--- src/rtl/bvshl_inv_pkg.sv ---
// Shared definitions for the bvshl inverse-function checker.
// Contents:
//   W_DEFAULT - default bit width of s, t and x
//   state_t   - checker FSM states
//   bvshl_w   - reference left shift truncated to w bits; any shift
//               amount >= w gives 0. The harness scoreboard reuses it.
package bvshl_inv_pkg;

  localparam int unsigned W_DEFAULT = 4;

  typedef enum logic [1:0] {IDLE, EVAL, SEARCH, RESP} state_t;

  // Operands are carried at 32 bits so that one function serves every
  // width up to 32. The mask removes whatever was shifted past bit w-1.
  function automatic logic [31:0] bvshl_w(input logic [31:0] a,
                                          input logic [31:0] b,
                                          input int unsigned w);
    logic [31:0] mask;
    mask = (w >= 32) ? 32'hFFFF_FFFF : ((32'd1 << w) - 32'd1);
    if (b >= w) return 32'd0;
    return (a << b) & mask;
  endfunction

endpackage

--- src/rtl/bvshl_unit.sv ---
// Combinational W-bit left shifter with an equality compare.
// Ports:
//   a  - value being shifted (operand 0)
//   b  - shift amount
//   t  - target value
//   eq - high when bvshl(a, b) == t
module bvshl_unit
  import bvshl_inv_pkg::*;
#(
  parameter int unsigned W = W_DEFAULT
) (
  input  logic [W-1:0] a,
  input  logic [W-1:0] b,
  input  logic [W-1:0] t,
  output logic         eq
);

  logic [W-1:0] shifted;

  // Only W bits are kept, so any carry-out from the shift is discarded.
  always_comb begin
    shifted = W'(bvshl_w(32'(a), 32'(b), W));
    eq      = (shifted == t);
  end

endmodule

--- config.mk ---
export PLATFORM = sky130hd
export DESIGN_NAME = bvshl_unit
export DESIGN_NICKNAME = d
export VERILOG_FILES = /design/src/rtl/bvshl_inv_pkg.sv /design/src/rtl/bvshl_unit.sv
export SDC_FILE = /design/constraint.sdc
export NUM_CORES = 1
export LEC_CHECK = 0
export CAP_MARGIN = 20
export CORE_AREA = 2 2 39 41
export DETAILED_ROUTE_END_ITERATION = 10
export DIE_AREA = 0 0 41 43
export SETUP_SLACK_MARGIN = 0.05
export SYNTH_ARGS = -nofsm -noshare
export SYNTH_HDL_FRONTEND = slang
export SYNTH_SLANG_ARGS = --single-unit
--- constraint.sdc ---
create_clock -name vclk -period 5.8
set_input_delay 1.74 -clock vclk [all_inputs]
set_output_delay 1.74 -clock vclk [all_outputs]
set_load 0.1 [all_outputs]
==> results.yml, run 1 <==
status:
  status: "complete, no violations"
worst_setup_path:
  max_stage_delay_ns: 0.60
  cp.buffers_inverters: 2
  cp_top_family: "buffers and inverters"
  critPathRequiredTime_ns: 4.06
  cpMaxStageDelayCell: "clkdlybuf4s50_1"
  end_kind: "primary output"
  crit_fanout: 6
  crit_path_start_kind: "input pin"
  cp-startpoint: "b[0]"
  crit_arrival_ns: 3.67
  path_cells: "clkdlybuf4s50_1 -> mux4_2 -> and4bb_1 -> a31oi_1 -> o21ai_1 -> buf_12"
  worstSetupPathType: "input pin to primary output"
place:
  dpl_cell_area_um2: 330
  portBuffers: 13
  gp_congestion: 0.678
  pre_cts_ws_ns: 0.375
power_and_ir_drop:
  leakage_nw: 0.116
  max-vdd-ir-drop_mv: 0.0189
  p_total_uw: 22.1
  power_density_nw_per_um2: 66.9
floorplan:
  dieArea_um2: 1760
  pin_count: 13
  std_cell_rows: 14
  core_area_um2: 1380
  initial_core_util: 0.123
  dieHeight_um: 43
  die_w_um: 41
finish:
  nClkBuffers: 0
  seq_cell_count: 0
  regArea_um2: 0
  fin_area_um2: 330
  antenna_cells: 0
  nNetsFinal: 51
  multi_input_area_um2: 170
  area_delta_synth_final_pct: 94.1
  drive_gt1_frac: 0.0541
  fill_cells: 153
detailed_routing:
  drcViolationCount: 0
  num_vias: 227
  dr.pass1.iters: 1
  wl_per_cell_um: 8.89
  wl_um: 471
  drtIter0Drc: 0
  drt.antenna.violating_nets: 0
  avgViaCountPerCell: 4.28
sta:
  fin_ws_ns: 0.395
  relSlewSlack: 0.805
  finalSetupViolCount: 0
  rsz0062_at_grt: "no"
  fin_tns_setup_ns: 0
  drv_slew: 0
  tightest_slew_ns: 0.290
  period_needed_ns: 5.41
  fin_crit_sh: 0.932
  fmax_ghz: 0.185
  finalHoldViolCount: 0
synth:
  yosys_warnings: 0
  netlist_instances: 24
  syn-cell-area_um2: 170
  synth_top_area_share: 0.132
  synth_top_cells_by_count: "nor2_1 (3), nor3_1 (3), nand2_1 (2), o21ai_0 (2)"
  ys_seq_area_frac: 0
  synth_cell_types: 18
  syn_nets: 36
  synth_top_area_cell: "mux4_2"
  syn_area_per_cell_um2: 7.09
  ys_top_cells_by_area: "mux4_2 (13%), nor3_1 (8.8%), and4bb_1 (7.4%)"
global_route:
  antenna_found_initial: 0
  grt_pass1_wl_um: 821
  grt_pass1_vias: 200
  grt_use_total: 0.0611
  overflow: 0
  grt_max_degree: 7
clocking:
  ctsHoldBuffers: 0
  cts_resized: 0
  cts_setup_buffers: 0
min_path:
  holdCritStartpoint: "b[2]"
  min_path_type: "input pin to primary output"
flow_run:
  maxCapViolCount: 0
==> power by group <==
part / leakage (nW) / switching [mW] / internal [mW] / total [mW]
Sequential: 0 / 0 / 0 / 0
Clock: 0 / 0 / 0 / 0
Combinational: 0.116 / 0.00925 / 0.0128 / 0.0221
Total: 0.116 / 0.00925 / 0.0128 / 0.0221
==> path summary, 6_finish.rpt <==
path / end / cells past startpoint
setup / recovery: eq / 6
hold / removal: eq / 5
==> kinds of logic after synthesis <==
kind of cell / Yosys count / share of synthesized area
AOI/OAI and AO/OA: 8 / 0.302
muxes: 2 / 0.191
and+or+nand+nor: 12 / 0.404
xor gates and xnor gates: 2 / 0.103
==> cell usage in the layout, fill, tap and decap left out <==
master / Yosys / final
clkdlybuf4s50_1: 0 / 12
nor3_1: 3 / 3
nor2_1: 3 / 3
nand2_1: 2 / 2
o21ai_0: 2 / 2
mux4_2: 1 / 1
mux2i_1: 1 / 1
o22ai_1: 1 / 1
xnor2_1: 1 / 1
and4bb_1: 1 / 1
a31oi_1: 1 / 1
nor2b_1: 1 / 1
o21a_1: 1 / 1
and4b_1: 1 / 1
xor2_1: 1 / 1
and3_1: 1 / 1
o31a_1: 1 / 1
o211ai_1: 1 / 1
o21ai_1: 1 / 1
buf_12: 0 / 1
==> worst min-delay path, cell delays in order <==
cell and delay, ns:
clkdlybuf4s50_1 0.47, nor2_1 0.05, o21ai_0 0.07, o21ai_1 0.09
buf_12 0.17
==> layout make-up <==
cell class	instances	area share
multi-input cells	24	0.515
well taps	16	0.0606
repair buffers	13	0.424
==> stage by stage <==
| stage | util | hold WS [ns] | cells |
|---|---|---|---|
| global route | 0.239 | 4.41 | 53 |
| global placement | 0.239 | 4.35 | 53 |
| floorplan | - | 4.10 | 24 |
| finish | 0.239 | 4.34 | 53 |
| CTS | 0.239 | 4.35 | 53 |
| detailed placement | 0.239 | 4.35 | 53 |
==> per-layer routing <==
layer / global-route usage / wire, um / up-vias
li1: - / - / 124
met1: 0.0895 / 221 / 96
met2: 0.100 / 213 / 7
met3: 0.00524 / 36 / 0
met4: 0 / 0 / 0
met5: 0 / 0 / -
Note: power is estimated with default switching activity, not from simulation.
==> inputs of run 2 (changes only) <==
==> constraint.sdc (replaced) <==
create_clock -name vclk -period 4.8
set_input_delay 1.44 -clock vclk [all_inputs]
set_output_delay 1.44 -clock vclk [all_outputs]
set_load 0.1 [all_outputs]
==> results.yml, run 2 (synthesized netlist as in run 1, its figures left out) <==
worst_setup_path:
  crit_arrival_ns: 3.19
  max_stage_delay_ns: 0.53
  worstSetupPathType: "input pin to primary output"
  end_kind: "primary output"
  critPathRequiredTime_ns: 3.36
  crit_fanout: 3
  crit_path_start_kind: "input pin"
  path_cells: "clkdlybuf4s50_1 -> mux4_2 -> and4bb_1 -> a31oi_1 -> o21ai_2 -> buf_12"
  cpMaxStageDelayCell: "mux4_2"
detailed_routing:
  wl_per_cell_um: 9.39
  drtIter0Drc: 5
  drcViolationCount: 0
  avgViaCountPerCell: 4.56
  drt.antenna.violating_nets: 0
  num_vias: 246
  wl_um: 507
  dr.pass1.iters: 2
global_route:
  grt_use_total: 0.0571
  grt_pass1_vias: 207
  grt_max_degree: 7
  antenna_found_initial: 0
  overflow: 0
  grt_pass1_wl_um: 759
place:
  dp_hpwl_um: 463
  portBuffers: 13
  pre_cts_ws_ns: 0.140
  gp_congestion: 0.756
finish:
  regArea_um2: 0
  nNetsFinal: 52
  antenna_cells: 0
  area_delta_synth_final_pct: 101
  drive_gt1_frac: 0.105
  fill_cells: 150
  final_common_cell: "clkdlybuf4s50_1"
  seq_cell_count: 0
  nClkBuffers: 0
  mostFrequentLayoutCells: "clkdlybuf4s50_1 (12), nor3_1 (3), nor2_1 (3)"
sta:
  drv_slew: 0
  tightest_slew_ns: 0.273
  finalHoldViolCount: 0
  relSlewSlack: 0.818
  finalSetupViolCount: 0
  fin_tns_setup_ns: 0
  fin_crit_sh: 0.965
  fmax_ghz: 0.216
  rsz0062_at_grt: "no"
  fin_ws_ns: 0.169
  period_needed_ns: 4.63
clocking:
  cts_resized: 0
  cts_setup_buffers: 0
  ctsHoldBuffers: 0
power_and_ir_drop:
  power_switching_uw: 11.7
  power_density_nw_per_um2: 81.4
  combPwrFrac: 1.000
  swShare: 0.419
  p_clk_frac: 0
  leakage_nw: 0.123
  power_frac_seq: 0
  p_int_uw: 16.1
  max-vdd-ir-drop_mv: 0.0269
floorplan:
  pin_count: 13
  dieArea_um2: 1760
  dieHeight_um: 43
  initial_core_util: 0.123
  core_area_um2: 1380
  die_w_um: 41
  std_cell_rows: 14
min_path:
  min_path_type: "input pin to primary output"
status:
  status: "complete, no violations"
flow_run:
  maxCapViolCount: 0
[run 2: per-stage QoR]
| stage | utilization | power, mW | instance area (um2) | hold WS [ns] | cells |
|---|---|---|---|---|---|
| after floorplan | - | 0.0116 | 174 | 3.30 | 24 |
| after global placement | 0.247 | 0.0273 | 342 | 3.75 | 54 |
| after detailed placement | 0.247 | 0.0281 | 342 | 3.75 | 54 |
| after CTS | 0.247 | 0.0281 | 342 | 3.76 | 54 |
| after global routing | 0.247 | 0.0300 | 342 | 3.80 | 54 |
| final | 0.247 | 0.0278 | 342 | 3.75 | 54 |
[run 2: cell type report]
cell class | count | area (um2) | share of cell area
multi-input combinational | 24 | 174 | 0.509
timing repair buffer | 14 | 148 | 0.432
tap | 16 | 20.0 | 0.0586
[run 2: worst paths after layout]
check | start | endpoint | slack [ns] | cells after the start
setup / recovery | b[0] | eq | 0.17 | 6
hold / removal | b[2] | eq | 3.75 | 5
[run 2: worst max-delay path, delay by kind of cell]
family / cells / cell delay, ns
and+or+nand+nor: 1 / 0.28
buffers and inverters: 2 / 0.69
AOI/OAI and AO/OA: 2 / 0.24
muxes: 1 / 0.53
[run 2: layer usage]
metal  global-route usage  vias up  wire [um]
met5                    0        -          0
met2               0.0969        9        240
met3                    0        0         39
li1                     -      125          -
met4                    0        0          0
met1               0.0828      112        227
[run 2: power by group through the flow]
| stage | Sequential (mW) | Clock (mW) | Combinational (mW) |
|---|---|---|---|
| after floorplan | 0 | 0 | 0.0116 |
| after global routing | 0 | 0 | 0.0300 |
| after global placement | 0 | 0 | 0.0273 |
| after detailed placement | 0 | 0 | 0.0281 |
| final | 0 | 0 | 0.0278 |
| after CTS | 0 | 0 | 0.0281 |
==> inputs of run 3 (changes only) <==
--- a/config.mk
+++ b/config.mk
@@ -9,6 +9,7 @@
 export CORE_AREA = 2 2 39 41
 export DETAILED_ROUTE_END_ITERATION = 10
 export DIE_AREA = 0 0 41 43
+export PLACE_DENSITY = 0.42
 export SETUP_SLACK_MARGIN = 0.05
 export SYNTH_ARGS = -nofsm -noshare
 export SYNTH_HDL_FRONTEND = slang
==> results.yml, run 3 (synthesized netlist as in run 1, its figures left out) <==
status:
  status: "complete, no violations"
detailed_routing:
  num_vias: 233
  drt.antenna.violating_nets: 0
  drcViolationCount: 0
  m1WireLength_um: 199
  highest_layer: "met3"
  drtIter0Drc: 1
  wl_um: 474
  route.met3.wl_um: 45
  wl_per_cell_um: 8.78
  dr_wl_met2_um: 229
  dr.pass1.iters: 2
  avgViaCountPerCell: 4.31
sta:
  finalSetupViolCount: 0
  drv_slew: 0
  fin_ws_ns: 0.185
  fmax_ghz: 0.217
  fin_crit_sh: 0.961
  tightest_slew_ns: 0.260
  holdWs_ns: 3.73
  relSlewSlack: 0.825
  finalHoldViolCount: 0
  period_needed_ns: 4.61
  fin_tns_setup_ns: 0
  rsz0062_at_grt: "no"
place:
  dp_hpwl_um: 448
  dpl_cell_area_um2: 342
  portBuffers: 13
  pre_cts_ws_ns: 0.172
  dp.cells: 54
  gp_congestion: 0.678
clocking:
  ctsHoldBuffers: 0
  cts_setup_buffers: 0
  cts_resized: 0
finish:
  fin_cells: 54
  mostFrequentLayoutCells: "clkdlybuf4s50_1 (12), nor3_1 (3), nor2_1 (3)"
  fill_cells: 155
  antenna_cells: 0
  drive_gt1_frac: 0.105
  fin_area_um2: 342
  area_delta_synth_final_pct: 101
  final_common_cell: "clkdlybuf4s50_1"
  nClkBuffers: 0
  fin_util: 0.247
  seq_cell_count: 0
  regArea_um2: 0
  nNetsFinal: 52
worst_setup_path:
  end_kind: "primary output"
  crit_path_start_kind: "input pin"
  path_cells: "clkdlybuf4s50_1 -> mux4_2 -> and4bb_1 -> a31oi_1 -> o21ai_2 -> buf_12"
  max_stage_delay_ns: 0.52
  crit_arrival_ns: 3.17
  critPathRequiredTime_ns: 3.36
  worstSetupPathType: "input pin to primary output"
  cpMaxStageDelayCell: "mux4_2"
  crit_fanout: 3
min_path:
  min_path_type: "input pin to primary output"
  worstHoldPathCells: 5
  holdCritStartpoint: "b[2]"
  holdPathEnd: "eq"
global_route:
  grt_pass1_vias: 248
  antenna_found_initial: 0
  grt_use_total: 0.0681
  overflow: 0
  grt_max_degree: 7
  grt_pass1_wl_um: 924
power_and_ir_drop:
  leakage_nw: 0.123
  max-vdd-ir-drop_mv: 0.0271
  power_density_nw_per_um2: 80.3
  p_total_uw: 27.4
floorplan:
  dieArea_um2: 1760
  die_w_um: 41
  initial_core_util: 0.123
  core_area_um2: 1380
  dieHeight_um: 43
  std_cell_rows: 14
  pin_count: 13
flow_run:
  maxCapViolCount: 0
==> run 3: cell counts in the layout (fill, tap and decap cells not counted) <==
No cell type changed its count.
==> run 3: power by group <==
group	internal [mW]	total (mW)	switching, mW
clock	0	0	0
combinational	0.0161	0.0274	0.0113
sequential	0	0	0
total	0.0161	0.0274	0.0113
==> run 3: how the worst max path moves through the flow <==
| stage | endpoint | startpoint | slack, ns | depth (start not counted) |
|---|---|---|---|---|
| after floorplan | eq | b[0] | 0.27 | 4 |
| after global placement | eq | b[0] | 0.18 | 6 |
| after detailed placement | eq | b[0] | 0.17 | 6 |
| after CTS | eq | b[0] | 0.17 | 6 |
| after global routing | eq | b[0] | 0.1 | 6 |
| final | eq | b[0] | 0.19 | 6 |
==> run 3: metal layers <==
metal  global-route usage  up-vias
li1                     -      127
met1               0.0927       97
met2                0.116        9
met3               0.0105        0
met4                    0        0
met5                    0        -
==> run 3: layout make-up <==
type	count	area, um2	area share
multi-input cells	24	174	0.509
repair buffers	14	148	0.432
well taps	16	20.0	0.0586
==> run 3: worst max-delay path, delay by kind of cell <==
kind / cells / cell delay (ns)
AO/OA/AOI/OAI: 2 / 0.24
AND/OR/NAND/NOR: 1 / 0.28
buffers and inverters: 2 / 0.69
multiplexers: 1 / 0.52
